<file path="src/rtl/mem_write_monitor.sv">
// mem_write_monitor: in-order checker of CPU data-memory writes against a programmable table.
// Optional last-write capture ports enabled by defining MEM_MON_LAST_WRITE_EN.
module mem_write_monitor #(
    parameter int ADDR_W = 32,
    parameter int DATA_W = 32,
    parameter int NUM_CHECKS = 2,
    parameter bit IGNORE_EN = 1,
    parameter int unsigned IGNORE_ADDR = 80,
    parameter int unsigned TIMEOUT_CYCLES = 1000,
    parameter int CNT_W = 32,
    localparam int IW = NUM_CHECKS > 1 ? $clog2(NUM_CHECKS) : 1
) (
    input  logic              clk,
    input  logic              rst,
    input  logic              memwrite,
    input  logic [ADDR_W-1:0] dataadr,
    input  logic [DATA_W-1:0] writedata,
    input  logic              cfg_we,
    input  logic [IW-1:0]     cfg_idx,
    input  logic [ADDR_W-1:0] cfg_addr,
    input  logic [DATA_W-1:0] cfg_data,
    input  logic              start,
    input  logic              clear,
    output logic              armed,
    output logic              pass,
    output logic              fail,
    output logic              timeout,
    output logic [IW-1:0]     fail_idx,
    output logic [ADDR_W-1:0] fail_addr,
    output logic [DATA_W-1:0] fail_data,
    output logic [CNT_W-1:0]  match_cnt,
    output logic [CNT_W-1:0]  ign_cnt,
`ifdef MEM_MON_LAST_WRITE_EN
    output logic [ADDR_W-1:0] last_addr,
    output logic [DATA_W-1:0] last_data,
    output logic              last_valid,
`endif
    output logic [CNT_W-1:0]  cycle_cnt
);
    typedef enum logic [2:0] {IDLE, ARMED, PASS, FAIL, TOUT} state_t;
    state_t state, state_nx;
    logic [ADDR_W-1:0] exp_addr [NUM_CHECKS];
    logic [DATA_W-1:0] exp_data [NUM_CHECKS];
    logic [IW-1:0] ptr;
    logic hit, ign, last, tmo, go, run, wr_hit, wr_ign, wr_bad;

    function automatic logic [CNT_W-1:0] sat(input logic [CNT_W-1:0] v);
        return &v ? v : v + 1'b1;
    endfunction

    always_comb begin
        hit = dataadr == exp_addr[ptr] && writedata == exp_data[ptr];
        ign = IGNORE_EN && dataadr == ADDR_W'(IGNORE_ADDR);
        last = ptr == IW'(NUM_CHECKS - 1);
        tmo = TIMEOUT_CYCLES != 0 && cycle_cnt == CNT_W'(TIMEOUT_CYCLES - 1);
        wr_hit = memwrite && hit;
        wr_ign = memwrite && !hit && ign;
        wr_bad = memwrite && !hit && !ign;
        go = state == IDLE && start && !clear;
        run = state == ARMED && !clear;
    end

    // A completing match or a mismatch on the timeout edge takes precedence.
    always_comb begin
        state_nx = state;
        if (clear)
            state_nx = IDLE;
        else if (go)
            state_nx = ARMED;
        else if (state == ARMED)
            state_nx = wr_hit && last ? PASS : wr_bad ? FAIL : tmo ? TOUT : ARMED;
    end

    always_ff @(posedge clk)
        state <= rst ? IDLE : state_nx;

    assign armed = state == ARMED;
    assign pass = state == PASS;
    assign fail = state == FAIL;
    assign timeout = state == TOUT;

    always_ff @(posedge clk) begin
        if (rst) begin
            for (int i = 0; i < NUM_CHECKS; i++) begin
                exp_addr[i] <= '0;
                exp_data[i] <= '0;
            end
            ptr <= '0;
            match_cnt <= '0;
            ign_cnt <= '0;
            cycle_cnt <= '0;
            fail_idx <= '0;
            fail_addr <= '0;
            fail_data <= '0;
        end else begin
            if (state == IDLE && cfg_we && int'(cfg_idx) < NUM_CHECKS) begin
                exp_addr[cfg_idx] <= cfg_addr;
                exp_data[cfg_idx] <= cfg_data;
            end
            if (go) begin
                ptr <= '0;
                match_cnt <= '0;
                ign_cnt <= '0;
                cycle_cnt <= '0;
                fail_idx <= '0;
                fail_addr <= '0;
                fail_data <= '0;
            end
            if (run) begin
                cycle_cnt <= sat(cycle_cnt);
                if (wr_hit) begin
                    match_cnt <= sat(match_cnt);
                    if (!last)
                        ptr <= ptr + 1'b1;
                end
                if (wr_ign)
                    ign_cnt <= sat(ign_cnt);
                if (wr_bad) begin
                    fail_idx <= ptr;
                    fail_addr <= dataadr;
                    fail_data <= writedata;
                end
            end
        end
    end

`ifdef MEM_MON_LAST_WRITE_EN
    always_ff @(posedge clk) begin
        if (rst || go) begin
            last_addr <= '0;
            last_data <= '0;
            last_valid <= 1'b0;
        end else if (run && memwrite) begin
            last_addr <= dataadr;
            last_data <= writedata;
            last_valid <= 1'b1;
        end
    end
`endif
endmodule

</file>
<file path="config.mk">
export PLATFORM = sky130hd
export DESIGN_NAME = mem_write_monitor
export DESIGN_NICKNAME = d
export VERILOG_FILES = /design/src/rtl/mem_write_monitor.sv
export SDC_FILE = /design/constraint.sdc
export NUM_CORES = 1
export LEC_CHECK = 0
export CORE_AREA = 2 2 168 170
export CTS_CLUSTER_DIAMETER = 100
export CTS_CLUSTER_SIZE = 25
export DETAILED_ROUTE_END_ITERATION = 7
export DIE_AREA = 0 0 170 172
export HOLD_SLACK_MARGIN = 0.03
export PLACE_DENSITY_LB_ADDON = 0.3
export SLEW_MARGIN = 40
export SYNTH_ARGS = -nofsm -noshare
export SYNTH_HDL_FRONTEND = slang
export SYNTH_SLANG_ARGS = --single-unit
</file>
<file path="constraint.sdc">
create_clock -name clk -period 3.6 [get_ports clk]
set_input_delay 0.72 -clock clk [delete_from_list [all_inputs] [get_ports clk]]
set_output_delay 0.72 -clock clk [all_outputs]
set_load 0.01 [all_outputs]
</file>
==> results of run 1 <==
[flip-flops by register name, indices dropped and copies added (netlist names)]
signal	cells
exp_data	64
match_cnt	32
ign_cnt	32
fail_addr	32
fail_data	32
fail_idx	1
cycle_cnt	32
exp_addr	64
last	1
state	3
[logic make-up (layout without fill, tap and decap cells)]
| kind of cell | after synthesis | in the layout | share of synthesized area (%) |
|---|---|---|---|
| AOI/OAI and AO/OA | 226 | 226 | 10.3 |
| xor gates and xnor gates | 85 | 85 | 5.39 |
| adders and majority gates | 3 | 3 | 0.272 |
| buffers and inverters | 98 | 401 | 3.20 |
| DFF | 293 | 293 | 51.8 |
| muxes | 66 | 66 | 4.79 |
| other | 0 | 2 | 0 |
| and+or+nand+nor | 627 | 627 | 24.3 |
[worst register-to-register path: stages, from the launching register on]
cell and delay, ns:
dfxtp_4 0.45, buf_4 0.24, mux2i_1 0.36, xnor2_1 0.14
nor4_1 0.29, buf_4 0.15, nand4_1 0.12, or4_1 0.66
or2_4 0.34, or3_1 0.36, o211ai_1 0.10
[stage by stage]
step	worst slack (ns)	total power [mW]
floorplan	0.780	3.91
global placement	-0.0114	4.24
detailed placement	-0.0819	4.25
CTS	0.161	6.13
global route	0.155	6.28
finish	0.318	6.10
[per-layer routing]
layer	part of all wire, %	global-route usage (%)	up-vias
li1	-	-	5633
met1	40	34.0	5645
met2	48	44.7	586
met3	8.2	4.72	97
met4	4.1	10.9	6
met5	0.10	0	-
[cells in the mapped netlist (all sizes together), types with 2 or more instances]
master,n
a211o,2
a211oi,3
a21o,13
a21oi,90
a221o,19
a22o,6
a2bb2oi,2
a31o,2
a31oi,7
and2,144
and3,36
and4,3
and4b,2
buf,22
clkbuf,59
dfxtp,165
edfxtp,128
ha,3
inv,17
mux2i,65
nand2,129
nand2b,6
nand3,110
nand3b,2
nand4,33
nor2,60
nor2b,4
nor3,19
nor3b,9
nor4,38
nor4bb,3
o211ai,8
o21a,4
o21ai,48
o21bai,2
o22ai,3
o311ai,2
o31ai,5
o41ai,4
or2,8
or3,15
or4,4
xnor2,67
xor2,18
[power breakdown]
group | switching, mW | leakage [nW] | internal, mW
clock | 1.07 | 0.214 | 0.856
combinational | 0.310 | 3.27 | 0.277
sequential | 0.0272 | 2.66 | 3.57
total | 1.40 | 6.15 | 4.70
[worst paths after layout]
path,slack [ns],cells past startpoint,to,start
hold / removal,0.47,2,fail_addr[30],fail_addr[30]
hold reg to reg,0.47,2,fail_addr[30],fail_addr[30]
setup / recovery,0.32,10,match_cnt[4],last
setup reg to reg,0.32,10,match_cnt[4],last
[layout make-up]
cell class / count / area, sq um
Sequential cell: 293 / 7150
Tap cell: 346 / 433
Inverter: 17 / 63.8
Antenna cell: 2 / 5.00
Timing Repair Buffer: 359 / 3570
Fill cell: 2236 / 9550
Clock buffer: 25 / 444
Multi-Input combinational cell: 1007 / 6260
[timing repair]
action / CTS / global route
buffers inserted: 0 / 3
resized for setup: 0 / 1
endpoints found under the setup margin: 0 / 3
==> results.tsv, run 1 <==
stage	metric	value	unit
worst_setup_path	Worst path top cell family by delay	simple AND/OR/NAND/NOR gates	
yosys	Synth area leaders	edfxtp_1 (28%), dfxtp_1 (24%), and2_1 (6.5%), mux2i_1 (4.7%), xnor2_1 (4.3%)	
sta	Max Clk Rate	0.305	GHz
sta	max-slew violation count	0	
yosys	Syn Nets	1536	
hold_path	worst hold path class	register to register	
final_layout	Area Overhead vs Synth	29.8	%
detailed_routing	DR DRC count	0	
grt	GR Overflow Total	0	
die	Ports	300	
die	Core Rows	61	
die	Chip Width	170	um
detailed_routing	initial DRC count	1056	
run	Max Cap Viol	0	
yosys	Synth Instances	1398	
detailed_routing	final WL	40.1	mm
detailed_routing	DR WL/cell	19.6	um
clock_network	Num CTS Buffers	15	
clock_network	Clock Path Buffers	3	
worst_setup_path	CP peak stage delay	0.66	ns
yosys	Main synth FF type	dfxtp_1	
detailed_routing	vias	12000	
place	Final HPWL DP	29.2	mm
worst_setup_path	crit-path max FO	9	
place	IO Port Bufs	299	
detailed_routing	post-route ant nets	0	
sta	RSZ-0062 raised after global routing	no	
final_layout	Layout Cells excl Fill	2049	
yosys	top cell type's share of synthesized area	27.8	%
grt	largest net degree at the start of global routing	68	
sta	max_slew headroom	48.4	%
sta	final hold viol count	0	
place	placed inst area	17400	sq um
yosys	Ys Warns	0	
clock_network	Clock Tree Root	clkbuf_16	
yosys	top cell type by total area after synthesis	edfxtp_1	
pwr	P_leak	6.15	nW
die	Die ar.	29200	sq um
final_layout	final net count	1831	
worst_setup_path	worst path bufs/invs	2	
yosys	post-synth cell types	59	
clock_network	# H-tree levels	1	
detailed_routing	DR vias/cell	5.84	
clock_network	clock-pin slew on the worst setup and hold paths	0.11	ns
final_layout	layout cell share with drive strength beyond 1	6.00	%
worst_setup_path	most used cell, CP	buf_4	
clock_network	cts hold-fix bufs	0	
final_layout	Util after Layout	65.2	%
final_layout	highest-count cells in the layout ignoring fill and taps	clkdlybuf4s50_1 (298), dfxtp_1 (164), and2_1 (143)	
yosys	post-synthesis average cell area	9.88	sq um
yosys	post-synthesis sequential area ratio	51.8	%
worst_setup_path	CP Capture Type	register	
final_layout	commonest non-fill, non-tap cell in the layout	clkdlybuf4s50_1	
die	die height	172	um
yosys	Post-synth ARST share	0	%
sta	hold_ws	0.470	ns
grt	vias in the first global route	11200	
sta	final setup fails	0	
sta	worst-margin pin slew	0.774	ns
yosys	Post-synth EDFFs	128	
detailed_routing	TritonRoute pass-1 iters	7	
worst_setup_path	cells along the critical path	buf_4 -> mux2i_1 -> xnor2_1 -> nor4_1 -> buf_4 -> nand4_1 -> or4_1 -> or2_4 -> or3_1 -> o211ai_1	
place	global placer's final weighted congestion	0.927	
worst_setup_path	Crit-path slowest cell	or4_1	
grt	first-pass GRT wire length	60.7	mm
worst_setup_path	crit path DAT	3.71	ns
grt	GR Util All Layers	26.5	%
yosys	flops & latches, synth	293	
final_layout	final instance area	17900	sq um
clock_network	clk sinks	293	
place	placed instance count	2019	
outcome	run status	complete, no violations	
worst_setup_path	CP Class	register to register	
die	Core ar.	27500	sq um
sta	Layout Skew	0.0196	ns
sta	post-route setup TNS	0	ns
yosys	mapped cell area	13800	sq um
worst_setup_path	WP data required	4.02	ns
clock_network	TritonCTS clock tree	done	
clock_network	Clk Latency, worst-skew pair	0.50	ns
sta	Final Critical Period	3.28	ns
pwr	Max IR drop VDD	0.342	mV
sta	fin crit share	91.2	%
worst_setup_path	CP Launch Type	register	
grt	antenna violations before repair	5	
die	Initial Util	50.3	%
pwr	power per cell area	341	nW/um^2
(Power assumes the default switching activity.)
==> run 2, diff against run 1 <==
--- a/config.mk
+++ b/config.mk
@@ -16,3 +16,4 @@
 export SYNTH_ARGS = -nofsm -noshare
 export SYNTH_HDL_FRONTEND = slang
 export SYNTH_SLANG_ARGS = --single-unit
+export TNS_END_PERCENT = 10
==> results of run 2 <==
Same layout as run 1: the final DEF is identical, and so are final timing and power.
==> run 3, diff against run 2 <==
--- a/config.mk
+++ b/config.mk
@@ -5,11 +5,11 @@
 export SDC_FILE = /design/constraint.sdc
 export NUM_CORES = 1
 export LEC_CHECK = 0
-export CORE_AREA = 2 2 168 170
+export CORE_AREA = 2 2 177 179
 export CTS_CLUSTER_DIAMETER = 100
 export CTS_CLUSTER_SIZE = 25
 export DETAILED_ROUTE_END_ITERATION = 7
-export DIE_AREA = 0 0 170 172
+export DIE_AREA = 0 0 179 181
 export HOLD_SLACK_MARGIN = 0.03
 export PLACE_DENSITY_LB_ADDON = 0.3
 export SLEW_MARGIN = 40
==> constraint.sdc (replaced) <==
create_clock -name clk -period 2.7 [get_ports clk]
set_input_delay 0.54 -clock clk [delete_from_list [all_inputs] [get_ports clk]]
set_output_delay 0.54 -clock clk [all_outputs]
set_load 0.01 [all_outputs]
==> run 3 against run 2 <==
- the flow now finishes with violations (setup timing)
- worst hold slack got worse by 0.062 ns
- maximum frequency rose by 4.2%
- clock skew rose by 0.0093 ns
- critical path type unchanged
- critical endpoint is now match_cnt[16]
- largest cell class unchanged
- largest power group unchanged
==> results.tsv, run 3 (same netlist as run 1, synthesis figures left out) <==
stage	metric	value	unit
outcome	run status	finished with violations	
outcome	failing checks	setup timing	
sta	max_slew headroom	46.0	%
detailed_routing	initial DRC count	969	
pwr	Comb power frac	10.5	%
clock_network	TritonCTS clock tree	done	
final_layout	register area	7150	sq um
sta	final hold viol count	0	
pwr	Tot Pwr	8.18	mW
sta	RSZ-0062 raised after global routing	yes	
place	IO Port Bufs	299	
clock_network	# H-tree levels	1	
final_layout	commonest non-fill, non-tap cell in the layout	clkdlybuf4s50_1	
detailed_routing	DR vias/cell	5.57	
sta	max-slew violation count	0	
pwr	Max IR drop VDD	0.403	mV
sta	Final Critical Period	3.15	ns
sta	Max Clk Rate	0.317	GHz
hold_path	Hold Path End	match_cnt[1]	
worst_setup_path	CP Capture Type	register	
clock_network	cts hold-fix bufs	0	
detailed_routing	TritonRoute pass-1 iters	5	
sta	final setup margin	-0.451	ns
sta	final setup fails	133	
die	Core Rows	64	
detailed_routing	DR DRC count	0	
die	Ports	300	
detailed_routing	DR WL/cell	19.1	um
die	Chip Width	179	um
pwr	Int Pwr	6.28	mW
sta	fin crit share	117	%
clock_network	Clock Path Buffers	3	
place	global placer's final weighted congestion	0.917	
die	Die ar.	32400	sq um
grt	vias in the first global route	11400	
final_layout	highest-count cells in the layout ignoring fill and taps	clkdlybuf4s50_1 (298), dfxtp_1 (164), and2_1 (142)	
worst_setup_path	crit path DAT	3.59	ns
grt	antenna violations before repair	8	
grt	first-pass GRT wire length	62.9	mm
die	Initial Util	45.5	%
sta	hold_ws	0.408	ns
detailed_routing	vias	12200	
final_layout	Area Overhead vs Synth	39.0	%
pwr	clock share of power	30.9	%
final_layout	layout cell share with drive strength beyond 1	14.1	%
grt	largest net degree at the start of global routing	65	
pwr	Seq pwr share	58.7	%
worst_setup_path	Reg2Reg Setup Slack	-0.45	ns
clock_network	clock-pin slew on the worst setup and hold paths	0.10	ns
pwr	P_sw	1.90	mW
hold_path	worst hold path class	input port to register	
final_layout	fillcell total	2446	
worst_setup_path	reg2reg start	last	
worst_setup_path	worst r2r path cells	13	
pwr	power per cell area	426	nW/um^2
clock_network	Num CTS Buffers	15	
final_layout	multi-input logic area	6680	sq um
worst_setup_path	worst reg2reg endpoint	match_cnt[16]	
pwr	Sw Ratio	23.2	%
final_layout	Largest regs	exp_addr (64), exp_data (64)	
hold_path	Worst Hold Launch	rst	
die	die height	181	um
worst_setup_path	crit-path max FO	7	
worst_setup_path	CP Class	register to register	
worst_setup_path	WP data required	3.14	ns
hold_path	hold path depth	4	
final_layout	final net count	1912	
die	Core ar.	30300	sq um
clock_network	Clock Tree Root	clkbuf_16	
grt	GR Overflow Total	0	
clock_network	Clk Latency, worst-skew pair	0.51	ns
worst_setup_path	CP Launch Type	register	
grt	GR Util All Layers	24.8	%
detailed_routing	final WL	41.7	mm
place	Final HPWL DP	29.8	mm
sta	Layout Skew	0.0289	ns
run	Max Cap Viol	0	
clock_network	clk sinks	293	
pwr	P_leak	6.76	nW
sta	worst-margin pin slew	0.803	ns
detailed_routing	post-route ant nets	0	
==> run 3: power by group through the flow <==
stage	clock network, mW	logic (mW)	registers, mW
final	2.53	0.855	4.80
after global routing	2.74	0.906	4.81
after CTS	2.57	0.851	4.80
after detailed placement	0	0.820	4.89
after global placement	0	0.813	4.88
after floorplan	0	0.327	4.89
==> run 3: routing by layer <==
layer	global-route usage [%]	vias up	share of wire, %	wire (um)
met5	0	-	0.058	24
met4	7.90	4	3.2	1320
met3	4.59	74	7.7	3200
met2	42.1	468	49	20500
met1	31.7	5807	40	16700
li1	-	5808	-	-
==> run 3: worst max-delay path by stage <==
stage                     depth (start not counted)            end  slack (ns)          start
final                                            13  match_cnt[16]       -0.45           last
after global routing                             12   match_cnt[3]       -0.56           last
after CTS                                        12   match_cnt[3]       -0.35           last
after detailed placement                         12  match_cnt[30]       -0.71  writedata[15]
after global placement                            9   match_cnt[4]       -0.72    dataadr[18]
after floorplan                                  11   match_cnt[3]       0.007           last
==> run 3: cell type report <==
| class | count | share of cell area (%) |
|---|---|---|
| flip-flops and latches | 293 | 37.3 |
| multi-input cells | 1007 | 34.8 |
| repair buffers | 440 | 22.7 |
| well taps | 396 | 2.58 |
| clock buffers | 22 | 2.09 |
| inverters | 17 | 0.332 |
| clock inverters | 2 | 0.137 |
| diodes | 6 | 0.0782 |
==> run 3: critical path: stages (launching register included) <==
cell       delay, ns
dfxtp_4         0.40
buf_12          0.14
buf_12          0.13
mux2i_4         0.25
xnor2_2         0.12
nor4_2          0.29
buf_4           0.16
nand4_1         0.10
buf_4           0.17
or4_4           0.60
or2_4           0.30
buf_6           0.14
a2bb2oi_2       0.12
o22ai_1         0.14
==> run 3: stage by stage <==
step                setup WS, ns  utilization [%]  setup TNS [ns]  instances  cell area (sq um)
CTS                       -0.352             62.3          -34.55       2171              18900
global placement          -0.722             59.6          -82.38       2139              18100
finish                    -0.451             63.2          -47.30       2183              19200
global route              -0.556             63.2          -61.36       2178              19200
floorplan                0.00655                -               0       1398              13800
detailed placement        -0.707             59.6          -81.84       2139              18100
==> run 3: timing repair <==
item	in CTS	in global routing
buffers inserted	6	7
setup endpoints to repair	133	142
gates resized for setup	63	49
pin swaps	21	24
cloned	2	0
